File: config.mk
export PLATFORM = sky130hd
export DESIGN_NAME = alu_arbiter
export DESIGN_NICKNAME = d
export VERILOG_FILES = /design/src/rtl/alu_arbiter.sv
export SDC_FILE = /design/constraint.sdc
export NUM_CORES = 1
export LEC_CHECK = 0
export BUFFER_PORTS_ARGS = -buffer_cell sky130_fd_sc_hd__buf_2
export CAP_MARGIN = 20
export CORE_MARGIN = 1
export CORE_UTILIZATION = 34
export CTS_CLUSTER_DIAMETER = 50
export DETAILED_ROUTE_END_ITERATION = 6
export GPL_TIMING_DRIVEN = 0
export PLACE_DENSITY_LB_ADDON = 0.25
export SLEW_MARGIN = 30
export SYNTH_ARGS = -nofsm -noshare
export SYNTH_HDL_FRONTEND = slang
export SYNTH_SLANG_ARGS = --single-unit
File: constraint.sdc
create_clock -name clk -period 1.97 [get_ports clk]
set_input_delay 0.394 -clock clk [delete_from_list [all_inputs] [get_ports clk]]
set_output_delay 0.394 -clock clk [all_outputs]
set_load 0.1 [all_outputs]
File: src/rtl/alu_arbiter.sv
// Two-requester front end for a registered ALU: one operation in flight, IDLE/ISSUE/WAIT/RESP.
// Define ALU_ARB_ROUND_ROBIN_EN for round-robin grant; the default is fixed priority (requester 0 wins).
module alu_arbiter (
    input  logic             clk,
    input  logic             rst,
    input  logic             clk_enable,
    input  logic [1:0]       req_valid,
    output logic [1:0]       req_ready,
    input  logic [1:0][31:0] req_a,
    input  logic [1:0][31:0] req_b,
    input  logic [1:0][3:0]  req_op,
    output logic [1:0]       resp_valid,
    input  logic [1:0]       resp_ready,
    output logic [31:0]      resp_data,
    output logic             resp_err,
    output logic [31:0]      alu_a,
    output logic [31:0]      alu_b,
    output logic [3:0]       alu_op,
    input  logic [31:0]      alu_out
);

    typedef enum logic [1:0] {IDLE, ISSUE, WAIT, RESP} state_t;

    state_t state;
    logic   owner;
    logic   grant;
    logic   accept;
    logic   legal;

`ifdef ALU_ARB_ROUND_ROBIN_EN
    logic   last_grant;
`endif

    always_comb begin
        grant = 1'b0;
        if (req_valid == 2'b11) begin
`ifdef ALU_ARB_ROUND_ROBIN_EN
            grant = ~last_grant;
`else
            grant = 1'b0;
`endif
        end else if (req_valid[1]) begin
            grant = 1'b1;
        end

        req_ready = '0;
        if (state == IDLE && clk_enable && !rst && (|req_valid))
            req_ready[grant] = 1'b1;

        accept = |req_ready;
        legal  = (req_op[grant] < 4'hA);
    end

    // The ALU operand registers double as the request latch: loading them at
    // acceptance makes them valid for exactly the ISSUE cycle.
    always_ff @(posedge clk) begin
        if (rst) begin
            state      <= IDLE;
            owner      <= 1'b0;
            resp_valid <= '0;
            resp_data  <= '0;
            resp_err   <= 1'b0;
            alu_a      <= '0;
            alu_b      <= '0;
            alu_op     <= '0;
`ifdef ALU_ARB_ROUND_ROBIN_EN
            last_grant <= 1'b1;
`endif
        end else if (clk_enable) begin
            case (state)
                IDLE: begin
                    if (accept) begin
                        owner <= grant;
`ifdef ALU_ARB_ROUND_ROBIN_EN
                        last_grant <= grant;
`endif
                        if (legal) begin
                            alu_a  <= req_a[grant];
                            alu_b  <= req_b[grant];
                            alu_op <= req_op[grant];
                            state  <= ISSUE;
                        end else begin
                            resp_data  <= '0;
                            resp_err   <= 1'b1;
                            resp_valid <= {grant, ~grant};
                            state      <= RESP;
                        end
                    end
                end
                ISSUE: begin
                    alu_a  <= '0;
                    alu_b  <= '0;
                    alu_op <= '0;
                    state  <= WAIT;
                end
                WAIT: begin
                    resp_data  <= alu_out;
                    resp_err   <= 1'b0;
                    resp_valid <= {owner, ~owner};
                    state      <= RESP;
                end
                RESP: begin
                    if (resp_ready[owner]) begin
                        resp_valid <= '0;
                        state      <= IDLE;
                    end
                end
                default: state <= IDLE;
            endcase
        end
    end

    a_ready_onehot: assert property (@(posedge clk) $onehot0(req_ready));
    a_resp_onehot:  assert property (@(posedge clk) $onehot0(resp_valid));

endmodule

Word-level counts from Yosys, hierarchy flattened --
Cells that the tools add are included.
Operators by class: reductions and logical operators 16, mux-type cells 35, equal/unequal tests 8, bitwise gates (word level) 2, $lt $le $gt $ge 4
Operators by type and width (count):
- 32-bit two-way mux | 10
- 32-bit one-hot mux with 2 select lines | 3
- 4-bit two-way mux | 4
- 2-bit two-way mux | 6
- 2-bit inequality test (second input constant) | 4
- 2-bit one-hot mux with 4 select lines | 1
- 4-bit one-hot mux with 2 select lines | 1
- 4-bit AND reduction | 2
- 1-bit two-way mux | 7
- 2-bit == test (second input constant) | 3
- 2-bit one-hot mux with 3 select lines | 1
- 3-bit AND reduction | 2
- 5-bit AND reduction | 1
- 1-bit logical AND | 4
- 1-bit by 2-bit less-than comparator with 1-bit output (second input constant) | 2
- 4-bit less-than comparator (second input constant) | 1
- 2-bit nonzero test | 2
- 2-bit OR reduction | 2
- 3-bit nonzero test | 1
- 2-bit by 1-bit == test with 1-bit output (second input constant) | 1
- 2-bit logical NOT | 1
- 1-bit inverter | 2
- 1-bit one-hot mux with 2 select lines | 1
- 1-bit demux with 1-bit select | 1
- other kinds (2) | 2
Word-level totals: register bits 106, output and inout bits 105, input port bits 175

Logic depth before layout (Yosys ltp) --
depth in word-level cells 10, gate-level depth with buffers 9, depth with buffers taken out 7

Least setup slack after synthesis --
No wires, ideal clock.
kind input to output, from in req_valid[0], to out req_ready[1], slack -1436 ps, stages on the path 4, arrival 3012 ps, required time 1576 ps, cells stage by stage nand2b_1 buf_2 buf_1 nor3_1
On the way: longest elaborated chain between the ends 7, elaborated cells between the ends (all ways) 10, those cells by class order compare: 2; eq/ne: 1; mux: 4; reduce/logical: 3
RTL lines:
- start, declared | line 7 | input logic [1:0] req_valid,
- 2-bit == test | line 36 | if (req_valid == 2'b11) begin
- 1-bit two-way mux | line 36
- 1-bit by 2-bit less-than comparator with 1-bit output (not written as such) or 1-bit >= comparator (tied branches) | line 48 | req_ready[grant] = 1'b1;
- 1-bit logical AND (not written as such) | line 48
- 1-bit two-way mux (not written as such) | line 48
- 1-bit demux with 1-bit select | line 48
- 2-bit two-way mux * | line 47 | if (state == IDLE && clk_enable && !rst && (|req_valid))
- end, declared | line 8 | output logic [1:0] req_ready,
Mark *: on every way between the ends. The rest lies on a longest branch, timed or not.

Worst setup path in the final report --
from in req_valid[0], to reg alu_a[28]
On the way: longest elaborated chain between the ends 10, elaborated cells between the ends (all ways) 22, those cells by class order compare: 3; eq/ne: 3; mux: 11; reduce/logical: 5
RTL lines:
- 2-bit == test | line 36
- 1-bit two-way mux | line 36
- 1-bit by 2-bit less-than comparator with 1-bit output (not written as such) or 1-bit >= comparator (tied branches) | line 48
- 1-bit logical AND (not written as such) | line 48
- 1-bit two-way mux (not written as such) | line 48
- 1-bit demux with 1-bit select | line 48
- 2-bit two-way mux | line 47
- 2-bit OR reduction | line 50 | accept = |req_ready;
- 2-bit inequality test (no line)
- 4-bit AND reduction (no line)
- end signal, assigned | line 78 | alu_a <= req_a[grant];
- end, declared | line 16 | output logic [31:0] alu_a,
Parallel ways exist; a longest one is shown, timed or not. The select of a mux whose other input is x is not followed. A chain may end at the register's enable or synchronous reset.

==> metrics.txt <==
CP startpoint kind=input port; internal power=0.003981 W; Max-cap violations=0; Hold WC Path Type=in -> reg; clock latency on the worst-skew pair=between 0.3 and 0.4 ns; CP max FO=10; FFs w/ async S/R, synth=0; fin nets=roughly 1000; synth unique cells=35; Max Root-Sink Buffers=2; RSZ-0062 raised after global routing=yes; max-slew violation count=0; detailed-route DRC error count=0; dpl ws=-0.6862 ns; Syn. warnings=0; CP Capture Type=flip-flop; first-iteration detailed-routing DRC count=approximately 240; diode count=0; io pins=between 200 and 300; initial antenna violation count=0; CTS clk-pin slew, worst paths=0.08 ns; DR vias=just over 5000; setup ws final=around 0.024 ns; Seq/Total Area, Yosys=0.4290; Pwr Total=0.006674 W; Post-CTS Hold Fix Bufs=0; syn avg cell area=9.421 sq um; Detailed Place HPWL=11670 microns; CP arrival=between 2 and 2.5 ns; FMAX=roughly 0.51 GHz; final WL=15830 microns; die width=122.6 microns; All-Layer GR Usage=0.2007; drt via density=5.134; Num Clock Sinks=106; PD cells=928.0 nW/um^2; antenna viol nets, final=0; Post-synth EDFFs=0; Main synth FF type=dfxtp_1; area of the core=14040 sq um; status=finished clean; Initial DRT Pass Iterations=4; Setup violations, final=0; Setup Crit Path Kind=in -> reg; post-route clock period utilization=0.9880; cell area after synthesis=4946 sq um; Comb pwr share=0.362; fin util=0.5122; Tmin final=1.946 ns; # port buffers=278; Final TNS setup=0 ns; Starting Density=0.3522; largest net degree at the start of global routing=19; endpoints failing hold=0; Layout area overhead=45.41%; CTS tree=yes; Wirelength per Cell=15.80 microns; share of cells above drive strength 1=0.4635; switch share=0.4035; leakage power=3.527 nW; CTS H-tree lvls=3; first-pass GRT wire length=23220 microns; chip height=122.6 microns; relative slew slack=0.5183; global route overflow=0; Cell Rows=43; Worst VDD drop=606.0 uV; vias in the first global route=4605; switching power=0.002693 W; Worst Tran Pin Value=0.7226 ns; count of state elements after synthesis=106; syn nets=705; share of power burned in registers=0.353; Final GP Congestion=0.7749; Mapped Cells=525; Req. time, crit path=approximately 2.3 ns; die area=roughly 15000 sq um; clk root buf=clkbuf_16; clock power share=0.285; CTS buffer count=9; Layout Skew=0.009559 ns
Yosys cell counts, types with 2 or more instances:
cell type | count | area (sq um)
a22o_1 | 32 | 280.3
clkbuf_1 | 42 | 157.7
buf_1 | 4 | 15.01
o21ai_1 | 10 | 50.05
inv_1 | 5 | 18.77
or4_1 | 67 | 503.0
and2_1 | 2 | 12.51
a21oi_1 | 69 | 345.3
ha_1 | 5 | 62.56
nor3_1 | 2 | 10.01
mux2_1 | 2 | 22.52
mux2i_1 | 70 | 700.7
nor2b_1 | 3 | 18.77
a41oi_1 | 2 | 17.52
buf_6 | 8 | 90.09
buf_2 | 6 | 30.03
nor2_1 | 13 | 48.80
o21ai_0 | 59 | 295.3
nand2_1 | 2 | 7.510
dfxtp_1 | 106 | 2122
a211oi_1 | 2 | 15.01
worst max-delay path: stages:
cell	delay (ns)
buf_4	0.13
nand2b_4	0.14
buf_12	0.15
mux2_4	0.33
a31o_1	0.19
buf_6	0.16
buf_6	0.14
or4_1	0.44
a21oi_2	0.15
cells by family after synthesis:
logic type,count (synthesis),share of synthesized area
AO/OA/AOI/OAI,184,0.2208
adder cells (fa/ha/maj),5,0.01265
buffers and inverters,65,0.06299
flip-flops,106,0.4290
multiplexers,73,0.1493
AND/OR/NAND/NOR,92,0.1252
cell type report:
class	instances	area, sq um
buffer	60	372.9
clock buffer	10	239.0
clock inverter	6	73.82
fill	1390	6850
inverter	5	23.77
multi-input combinational	354	2690
sequential	106	2130
tap	180	225.2
timing repair buffer	281	1438
final timing paths:
kind                          start                    endpoint  slack, ns  cells past startpoint
max                    req_valid[0]      alu_a[28]$_SDFFE_PP0P_       0.02                      9
max reg2reg   state[0]$_SDFFE_PP0P_      alu_a[28]$_SDFFE_PP0P_       0.05                      8
min reg2reg  alu_a[21]$_SDFFE_PP0P_      alu_a[21]$_SDFFE_PP0P_       0.47                      2
min                     alu_out[27]  resp_data[27]$_SDFFE_PP0P_       0.25                      2
flip-flops by register name, summed over array words and instances (netlist names):
signal,cells
resp_valid,2
state,2
alu_op,4
alu_b,32
resp_data,32
owner,1
resp_err,1
alu_a,32
power groups by stage:
| stage | combinational, W | clock, W | sequential, W |
|---|---|---|---|
| final | 0.00241 | 0.00190 | 0.00236 |
| after global routing | 0.00256 | 0.00204 | 0.00237 |
| after CTS | 0.00234 | 0.00195 | 0.00235 |
| after detailed placement | 0.00228 | 0 | 0.00240 |
| after global placement | 0.00228 | 0 | 0.00240 |
| after floorplan | 0.000751 | 0 | 0.00335 |
metrics by stage:
stage	hold slack (ns)	cells	area [sq um]
4_1_cts	0.2342	1000	7027
3_3_place_gp	0.4557	983	6590
5_1_grt	0.2340	1002	7192
2_1_floorplan	0.5031	525	4974
3_5_place_dp	0.4580	983	6590
6_report	0.2537	1002	7192
timing repair:
item	4_1_cts	5_1_grt
setup endpoints to repair	105	100
gates resized for setup	46	89
setup buffers	1	2
pin swaps	1	23
placed cells by master (no fill, tap or decap), types with 2 or more instances in the layout:
cell type,instances
a211oi_1,2
a21oi_1,55
a21oi_2,14
a22o_1,32
a41oi_1,2
buf_12,2
buf_2,284
buf_4,7
buf_6,9
clkbuf_1,18
clkbuf_16,9
clkbuf_2,13
clkbuf_4,6
clkbuf_8,2
clkinvlp_4,2
dfxtp_1,104
dfxtp_4,2
ha_1,3
ha_4,2
inv_1,2
inv_4,2
mux2_1,2
mux2i_1,69
nor2_1,11
nor2b_1,3
o21ai_0,34
o21ai_1,30
o21ai_2,5
or4_1,61
or4_4,6
layer usage:
layer  up-vias  share of wire  track usage  wire length, microns
li1       2577              -            -                     -
met3        16          0.066      0.05344                  1048
met2       191           0.49       0.3490                  7764
met4         0          0.013      0.06098                   208
met5         -              0            0                     0
met1      2360           0.43       0.2397                  6810
No activity file was read; power rests on OpenSTA's default activity.
